**src/rtl/biquad_cascade_ctrl.sv**
```systemverilog
//==============================================================================
// Module      : biquad_cascade_ctrl
// Description : Sequencer and double-buffered coefficient store for a cascade
//               of biquad sections; gates PCM strobes, counts overruns and
//               recovers a stalled chain with a watchdog.
// Revision    : 1.0 - initial release
//==============================================================================
`default_nettype none

module biquad_cascade_ctrl #(
    parameter int NUM_STAGES = 4,
    parameter int TIMEOUT    = 256
) (
    input  logic                     clk,
    input  logic                     rst,
    input  logic                     cfg_we,
    input  logic [2:0]               cfg_stage,
    input  logic [2:0]               cfg_sel,
    input  logic [15:0]              cfg_data,
    output logic                     cfg_err,
    input  logic                     commit_req,
    output logic                     commit_ack,
    input  logic                     sample_valid,
    output logic                     stage0_valid,
    input  logic                     chain_done,
    output logic [NUM_STAGES*80-1:0] coef_out,
    output logic                     busy,
    output logic [15:0]              overrun_cnt,
    output logic                     timeout_pulse
);

    localparam int BANK_W = NUM_STAGES * 80;
    localparam int WD_W   = (TIMEOUT > 2) ? $clog2(TIMEOUT) : 1;

    // {A2,A1,B2,B1,B0} with B0 = 1.0 in Q2.14
    localparam logic [79:0]       c_passthrough = {64'd0, 16'h4000};
    localparam logic [WD_W-1:0]   c_wd_last     = WD_W'(TIMEOUT - 1);
    localparam logic [15:0]       c_ovr_max     = 16'hFFFF;

    typedef enum logic [0:0] {
        IDLE = 1'b0,
        BUSY = 1'b1
    } state_t;

    state_t             state_q, state_d;
    logic [BANK_W-1:0]  shadow_q, shadow_d;
    logic [BANK_W-1:0]  active_q, active_d;
    logic               pending_q, pending_d;
    logic               stage0_valid_q, stage0_valid_d;
    logic               commit_ack_q, commit_ack_d;
    logic               cfg_err_q, cfg_err_d;
    logic               timeout_q, timeout_d;
    logic               busy_q, busy_d;
    logic [15:0]        overrun_q, overrun_d;
    logic [WD_W-1:0]    wd_q, wd_d;

    logic               w_stage_ok;
    logic               w_sel_ok;
    logic               w_wr_ok;

    //--------------------------------------------------------------------------
    // Shadow bank writes; a rejected write only raises cfg_err
    //--------------------------------------------------------------------------
    always_comb begin
        w_stage_ok = ({1'b0, cfg_stage} < 4'(NUM_STAGES));
        w_sel_ok   = (cfg_sel <= 3'd4);
        w_wr_ok    = cfg_we && w_stage_ok && w_sel_ok;
        cfg_err_d  = cfg_we && !(w_stage_ok && w_sel_ok);
        shadow_d   = shadow_q;
        for (int s = 0; s < NUM_STAGES; s++) begin
            for (int k = 0; k < 5; k++) begin
                if (w_wr_ok && (cfg_stage == 3'(s)) && (cfg_sel == 3'(k))) begin
                    shadow_d[s*80 + k*16 +: 16] = cfg_data;
                end
            end
        end
    end

    //--------------------------------------------------------------------------
    // Sequencer: commits are applied only in IDLE so a sample never sees a
    // mixed coefficient set; a request arriving on the copy edge re-arms.
    //--------------------------------------------------------------------------
    always_comb begin
        state_d        = state_q;
        active_d       = active_q;
        pending_d      = pending_q | commit_req;
        commit_ack_d   = 1'b0;
        stage0_valid_d = 1'b0;
        timeout_d      = 1'b0;
        wd_d           = wd_q;
        overrun_d      = overrun_q;

        case (state_q)
            IDLE: begin
                if (pending_q) begin
                    active_d     = shadow_q;
                    pending_d    = commit_req;
                    commit_ack_d = 1'b1;
                end
                if (sample_valid) begin
                    stage0_valid_d = 1'b1;
                    wd_d           = '0;
                    state_d        = BUSY;
                end
            end
            BUSY: begin
                if (sample_valid && (overrun_q != c_ovr_max)) begin
                    overrun_d = overrun_q + 16'd1;
                end
                if (chain_done) begin
                    state_d = IDLE;
                end else if (wd_q == c_wd_last) begin
                    state_d   = IDLE;
                    timeout_d = 1'b1;
                end else begin
                    wd_d = wd_q + WD_W'(1);
                end
            end
            default: begin
                state_d = IDLE;
            end
        endcase

        busy_d = (state_d == BUSY);
    end

    always_ff @(posedge clk or posedge rst) begin
        if (rst) begin
            state_q        <= IDLE;
            shadow_q       <= {NUM_STAGES{c_passthrough}};
            active_q       <= {NUM_STAGES{c_passthrough}};
            pending_q      <= 1'b0;
            stage0_valid_q <= 1'b0;
            commit_ack_q   <= 1'b0;
            cfg_err_q      <= 1'b0;
            timeout_q      <= 1'b0;
            busy_q         <= 1'b0;
            overrun_q      <= 16'd0;
            wd_q           <= '0;
        end else begin
            state_q        <= state_d;
            shadow_q       <= shadow_d;
            active_q       <= active_d;
            pending_q      <= pending_d;
            stage0_valid_q <= stage0_valid_d;
            commit_ack_q   <= commit_ack_d;
            cfg_err_q      <= cfg_err_d;
            timeout_q      <= timeout_d;
            busy_q         <= busy_d;
            overrun_q      <= overrun_d;
            wd_q           <= wd_d;
        end
    end

    assign cfg_err       = cfg_err_q;
    assign commit_ack    = commit_ack_q;
    assign stage0_valid  = stage0_valid_q;
    assign coef_out      = active_q;
    assign busy          = busy_q;
    assign overrun_cnt   = overrun_q;
    assign timeout_pulse = timeout_q;

endmodule

`default_nettype wire

```
**config.mk**
```make
export PLATFORM = sky130hd
export DESIGN_NAME = biquad_cascade_ctrl
export DESIGN_NICKNAME = d
export VERILOG_FILES = /design/src/rtl/biquad_cascade_ctrl.sv
export SDC_FILE = /design/constraint.sdc
export NUM_CORES = 1
export LEC_CHECK = 0
export CAP_MARGIN = 40
export CORE_AREA = 2 2 181 254
export DETAILED_ROUTE_END_ITERATION = 16
export DIE_AREA = 0 0 183 256
export PLACE_DENSITY = 0.84
export RECOVER_POWER = 25
export SETUP_SLACK_MARGIN = 0.15
export SLEW_MARGIN = 5
export SYNTH_ARGS = -nofsm -noshare
export SYNTH_HDL_FRONTEND = slang
export SYNTH_SLANG_ARGS = --single-unit
```
**constraint.sdc**
```tcl
create_clock -name clk -period 52.6 [get_ports clk]
set_input_delay 10.52 -clock clk [delete_from_list [all_inputs] [get_ports clk]]
set_output_delay 10.52 -clock clk [all_outputs]
set_load 0.005 [all_outputs]
```
==> flow_metrics.env <==
export IMPL_ff2ff_path_depth=4
export IMPL_violations="capacitance limit, slew limit"
export IMPL_fin_crit_sh_pct=33.36
export IMPL_filler_cell_count=2761
export IMPL_grt_pass1_vias=16100
export IMPL_p_int_uw=1077
export IMPL_critPathKind="input pin to asynchronous set/reset pin"
export IMPL_p_leak_uw=0.01524
export IMPL_required_ps=53180
export IMPL_maxUsedRoutingLayer="met4"
export IMPL_power_frac_seq_pct=46.9
export IMPL_crit_top_cell="buf_12"
export IMPL_port_buffers=368
export IMPL_syn_area_sq_um=25620
export IMPL_startpoint="rst"
export IMPL_wl_met2_microns=31800
export IMPL_rsz0062_at_grt="no"
export IMPL_viasPerCell=5.671
export IMPL_io_pins=369
export IMPL_drive_above_1_share_pct=41.23
export IMPL_cpPeakStageDelay_ps=4660
export IMPL_ant_nets=0
export IMPL_start_util_pct=57.36
export IMPL_cts_sinks=670
export IMPL_crit_end="coef_out[166]$_DFFE_PP0P_"
export IMPL_synth_area_leaders="dfrtp_1 65%, mux2_2 28%, buf_2 0.84%"
export IMPL_crit_arrival_ps=18130
export IMPL_grt_usage_pct=26.85
export IMPL_synth_common_cells="662 x dfrtp_1, 636 x mux2_2, 43 x buf_2, 33 x clkbuf_1"
export IMPL_first_pass_iters=4
export IMPL_design_core_area_sq_um=44660
export IMPL_synthMostInstantiatedCell="dfrtp_1"
export IMPL_gp_congestion=0.7843
export IMPL_post_cts_resized=0
export IMPL_multi_input_area_sq_um=8299
export IMPL_rows=92
export IMPL_detailed_place_hpwl_microns=40070
export IMPL_power_switching_uw=357.7
export IMPL_layout_setup_ws_ps=35050
export IMPL_cp_max_fo=201
export IMPL_cts_tree="done"
export IMPL_antenna_found_initial=6
export IMPL_areaGrowthSynthToFinish_pct=24.99
export IMPL_synth_edf_count=0
export IMPL_dieArea_sq_um=46850
export IMPL_die_w_microns=183
export IMPL_cts_buffers=59
export IMPL_cts_buffer_depth=3
export IMPL_die_y_microns=256
export IMPL_grt_ovfl_total=0
export IMPL_path_cells="dlygate4sd3_1 > clkinvlp_2 > clkbuf_1 > buf_12 > buf_12"
export IMPL_synth_top_cell_by_area="dfrtp_1"
export IMPL_totalWireLength_microns=61960
export IMPL_syn_inst=1548
export IMPL_vdd_drop_max_mv=0.04057
export IMPL_wl_per_cell_microns=24.47
export IMPL_synth_top_area_share_pct=64.67
export IMPL_cts_htree_levels=2
export IMPL_p_comb_share_pct=20.7
export IMPL_async_flop_share_pct=100.0
export IMPL_clk_latency_ps=610
export IMPL_critical_path_slowest_cell="clkbuf_1"
export IMPL_endpoint_kind="asynchronous set/reset pin"
export IMPL_relSlewSlack_pct=-523.9
export IMPL_synth_warnings=0
export IMPL_dr_wl_met3_microns=4733
export IMPL_regArea_sq_um=16780
export IMPL_ys_dominant_reg_cell="dfrtp_1"
export IMPL_post_route_min_period_ps=17550
export IMPL_wl_met1_microns=23130
export IMPL_p_clk_share_pct=32.4
export IMPL_report_final_hold_viol_count=0
export IMPL_clock_skew_ps=20.93
export IMPL_hold_class="flop to flop"
export IMPL_max_cap_viol_count=6
export IMPL_drc_errors=0
export IMPL_synthesis_nets=1578
export IMPL_slew_violations=456
export IMPL_clkTransAtPathRegs_ps=60
export IMPL_place_ws_ps=38950
export IMPL_clock_fmax_mhz=56.99
export IMPL_post_cts_buffers=0
export IMPL_grt_pass1_wl_microns=95630
export IMPL_synth_seq_area_share_pct=65.49
export IMPL_cts_root_buffer="clkbuf_16"
export IMPL_power_density_nw_per_um2=44.82
export IMPL_worstMarginPinSlew_ps=9358
export IMPL_avgSynthCellArea_sq_um=16.55
export IMPL_setup_viol=0
export IMPL_start_kind="input pin"
export IMPL_r2r_setup_slack_ps=42720
export IMPL_grt_start_max_net_pins=202
export IMPL_ys_ff_latch=670
export IMPL_synthDistinctLibCells=51
export IMPL_vias=14360
export IMPL_reg2reg_from="busy$_DFF_PP0_"
export IMPL_drtIter0Drc=711
export IMPL_p_sw_share_pct=24.93
export IMPL_status="finished with violations"
export IMPL_r2r_end="coef_out[140]$_DFFE_PP0P_"
export IMPL_cts_hold_buf=0
export IMPL_final_nets=1941
export IMPL_final_setup_tns_ps=0
cells in the final DEF (no fill, tap or decap), drive strengths merged, types with 2 or more instances in the layout:
| cell type | Yosys | final |
|---|---|---|
| dfrtp | 662 | 662 |
| mux2 | 642 | 642 |
| clkdlybuf4s50 | 0 | 364 |
| clkbuf | 33 | 88 |
| buf | 63 | 24 |
| nand2 | 21 | 21 |
| clkinv | 0 | 16 |
| nand3 | 13 | 13 |
| nor2 | 13 | 13 |
| nand4 | 10 | 10 |
| bufinv | 0 | 9 |
| nor3 | 9 | 9 |
| xor2 | 8 | 8 |
| dfstp | 8 | 8 |
| nor4 | 8 | 8 |
| inv | 7 | 7 |
| diode | 0 | 6 |
| o21ai | 5 | 5 |
| a21oi | 5 | 5 |
| clkinvlp | 0 | 5 |
| nor3b | 5 | 5 |
| and3 | 4 | 4 |
| dlygate4sd3 | 0 | 4 |
| nor4b | 4 | 4 |
| o21a | 3 | 3 |
| nor2b | 3 | 3 |
| nand2b | 3 | 3 |
| xnor2 | 2 | 2 |
| and4 | 2 | 2 |
| a21o | 2 | 2 |
| mux2i | 2 | 2 |
| ha | 2 | 2 |
logic make-up (layout without fill, tap and decap cells):
family | after synthesis | in the layout | share of synthesized area [%]
simple gates | 99 | 99 | 3.043
xor+xnor | 10 | 10 | 0.3419
buf+inv | 103 | 517 | 2.203
compound gates | 20 | 20 | 0.4982
mux | 644 | 644 | 28.33
flops | 670 | 670 | 65.49
fa+ha+maj | 2 | 2 | 0.09767
other cells | 0 | 6 | 0
per-stage QoR:
step | util [%] | hold WS, ps | cells | area (sq um) | total power [uW]
CTS | 71.87 | 497.7 | 2526 | 32100 | 1440
global placement | 66.37 | 464.7 | 2398 | 29640 | 951.0
detailed placement | 67.10 | 481.6 | 2414 | 29970 | 969.4
finish | 71.69 | 491.4 | 2532 | 32020 | 1435
floorplan | - | 445.3 | 1548 | 25620 | 788.9
global route | 71.69 | 513.5 | 2532 | 32020 | 1494
critical path: cells and delay by family:
family   cells  cell delay (ps)
buf+inv      5             7260
registers in the layout, indices dropped and copies added, names as in the netlist:
register       cells
commit_ack         1
overrun_cnt       16
coef_out         320
busy               1
pending_q          1
shadow_q         320
cfg_err            1
timeout_pulse      1
wd_q               8
stage0_valid       1
layout make-up:
| type | count | share of cell area (%) |
|---|---|---|
| antenna | 6 | 0.04689 |
| sequential | 670 | 52.39 |
| multi-input combinational | 775 | 25.92 |
| inverter | 7 | 0.08597 |
| tap | 564 | 2.204 |
| timing repair buffer | 398 | 12.70 |
| clock buffer | 82 | 5.385 |
| clock inverter | 30 | 1.262 |
layer usage:
layer,GRT usage (%),vias to the layer above
met5,0,-
met4,10.87,0
met3,8.423,128
met2,46.21,417
met1,31.12,7605
li1,-,6208
power groups by stage:
| stage | registers (uW) | clock network [uW] | logic [uW] |
|---|---|---|---|
| 2_1_floorplan | 667 | 0 | 122 |
| 3_3_place_gp | 673 | 0 | 278 |
| 3_5_place_dp | 679 | 0 | 290 |
| 4_1_cts | 673 | 473 | 294 |
| 5_1_grt | 684 | 493 | 317 |
| 6_report | 673 | 465 | 297 |
how the worst min path moves through the flow:
stage / slack, ps / end / cells after the start / startpoint
floorplan: 450 / pending_q$_DFF_PP0_ / 1 / pending_q$_DFF_PP0_
finish: 490 / coef_out[300]$_DFFE_PP0P_ / 1 / shadow_q[300]$_DFFE_PP0P_
global route: 510 / shadow_q[86]$_DFFE_PP0P_ / 1 / shadow_q[86]$_DFFE_PP0P_
CTS: 500 / pending_q$_DFF_PP0_ / 1 / pending_q$_DFF_PP0_
detailed placement: 480 / shadow_q[50]$_DFFE_PP0P_ / 1 / shadow_q[50]$_DFFE_PP0P_
global placement: 460 / pending_q$_DFF_PP0_ / 1 / pending_q$_DFF_PP0_
(Power assumes the default switching activity.)
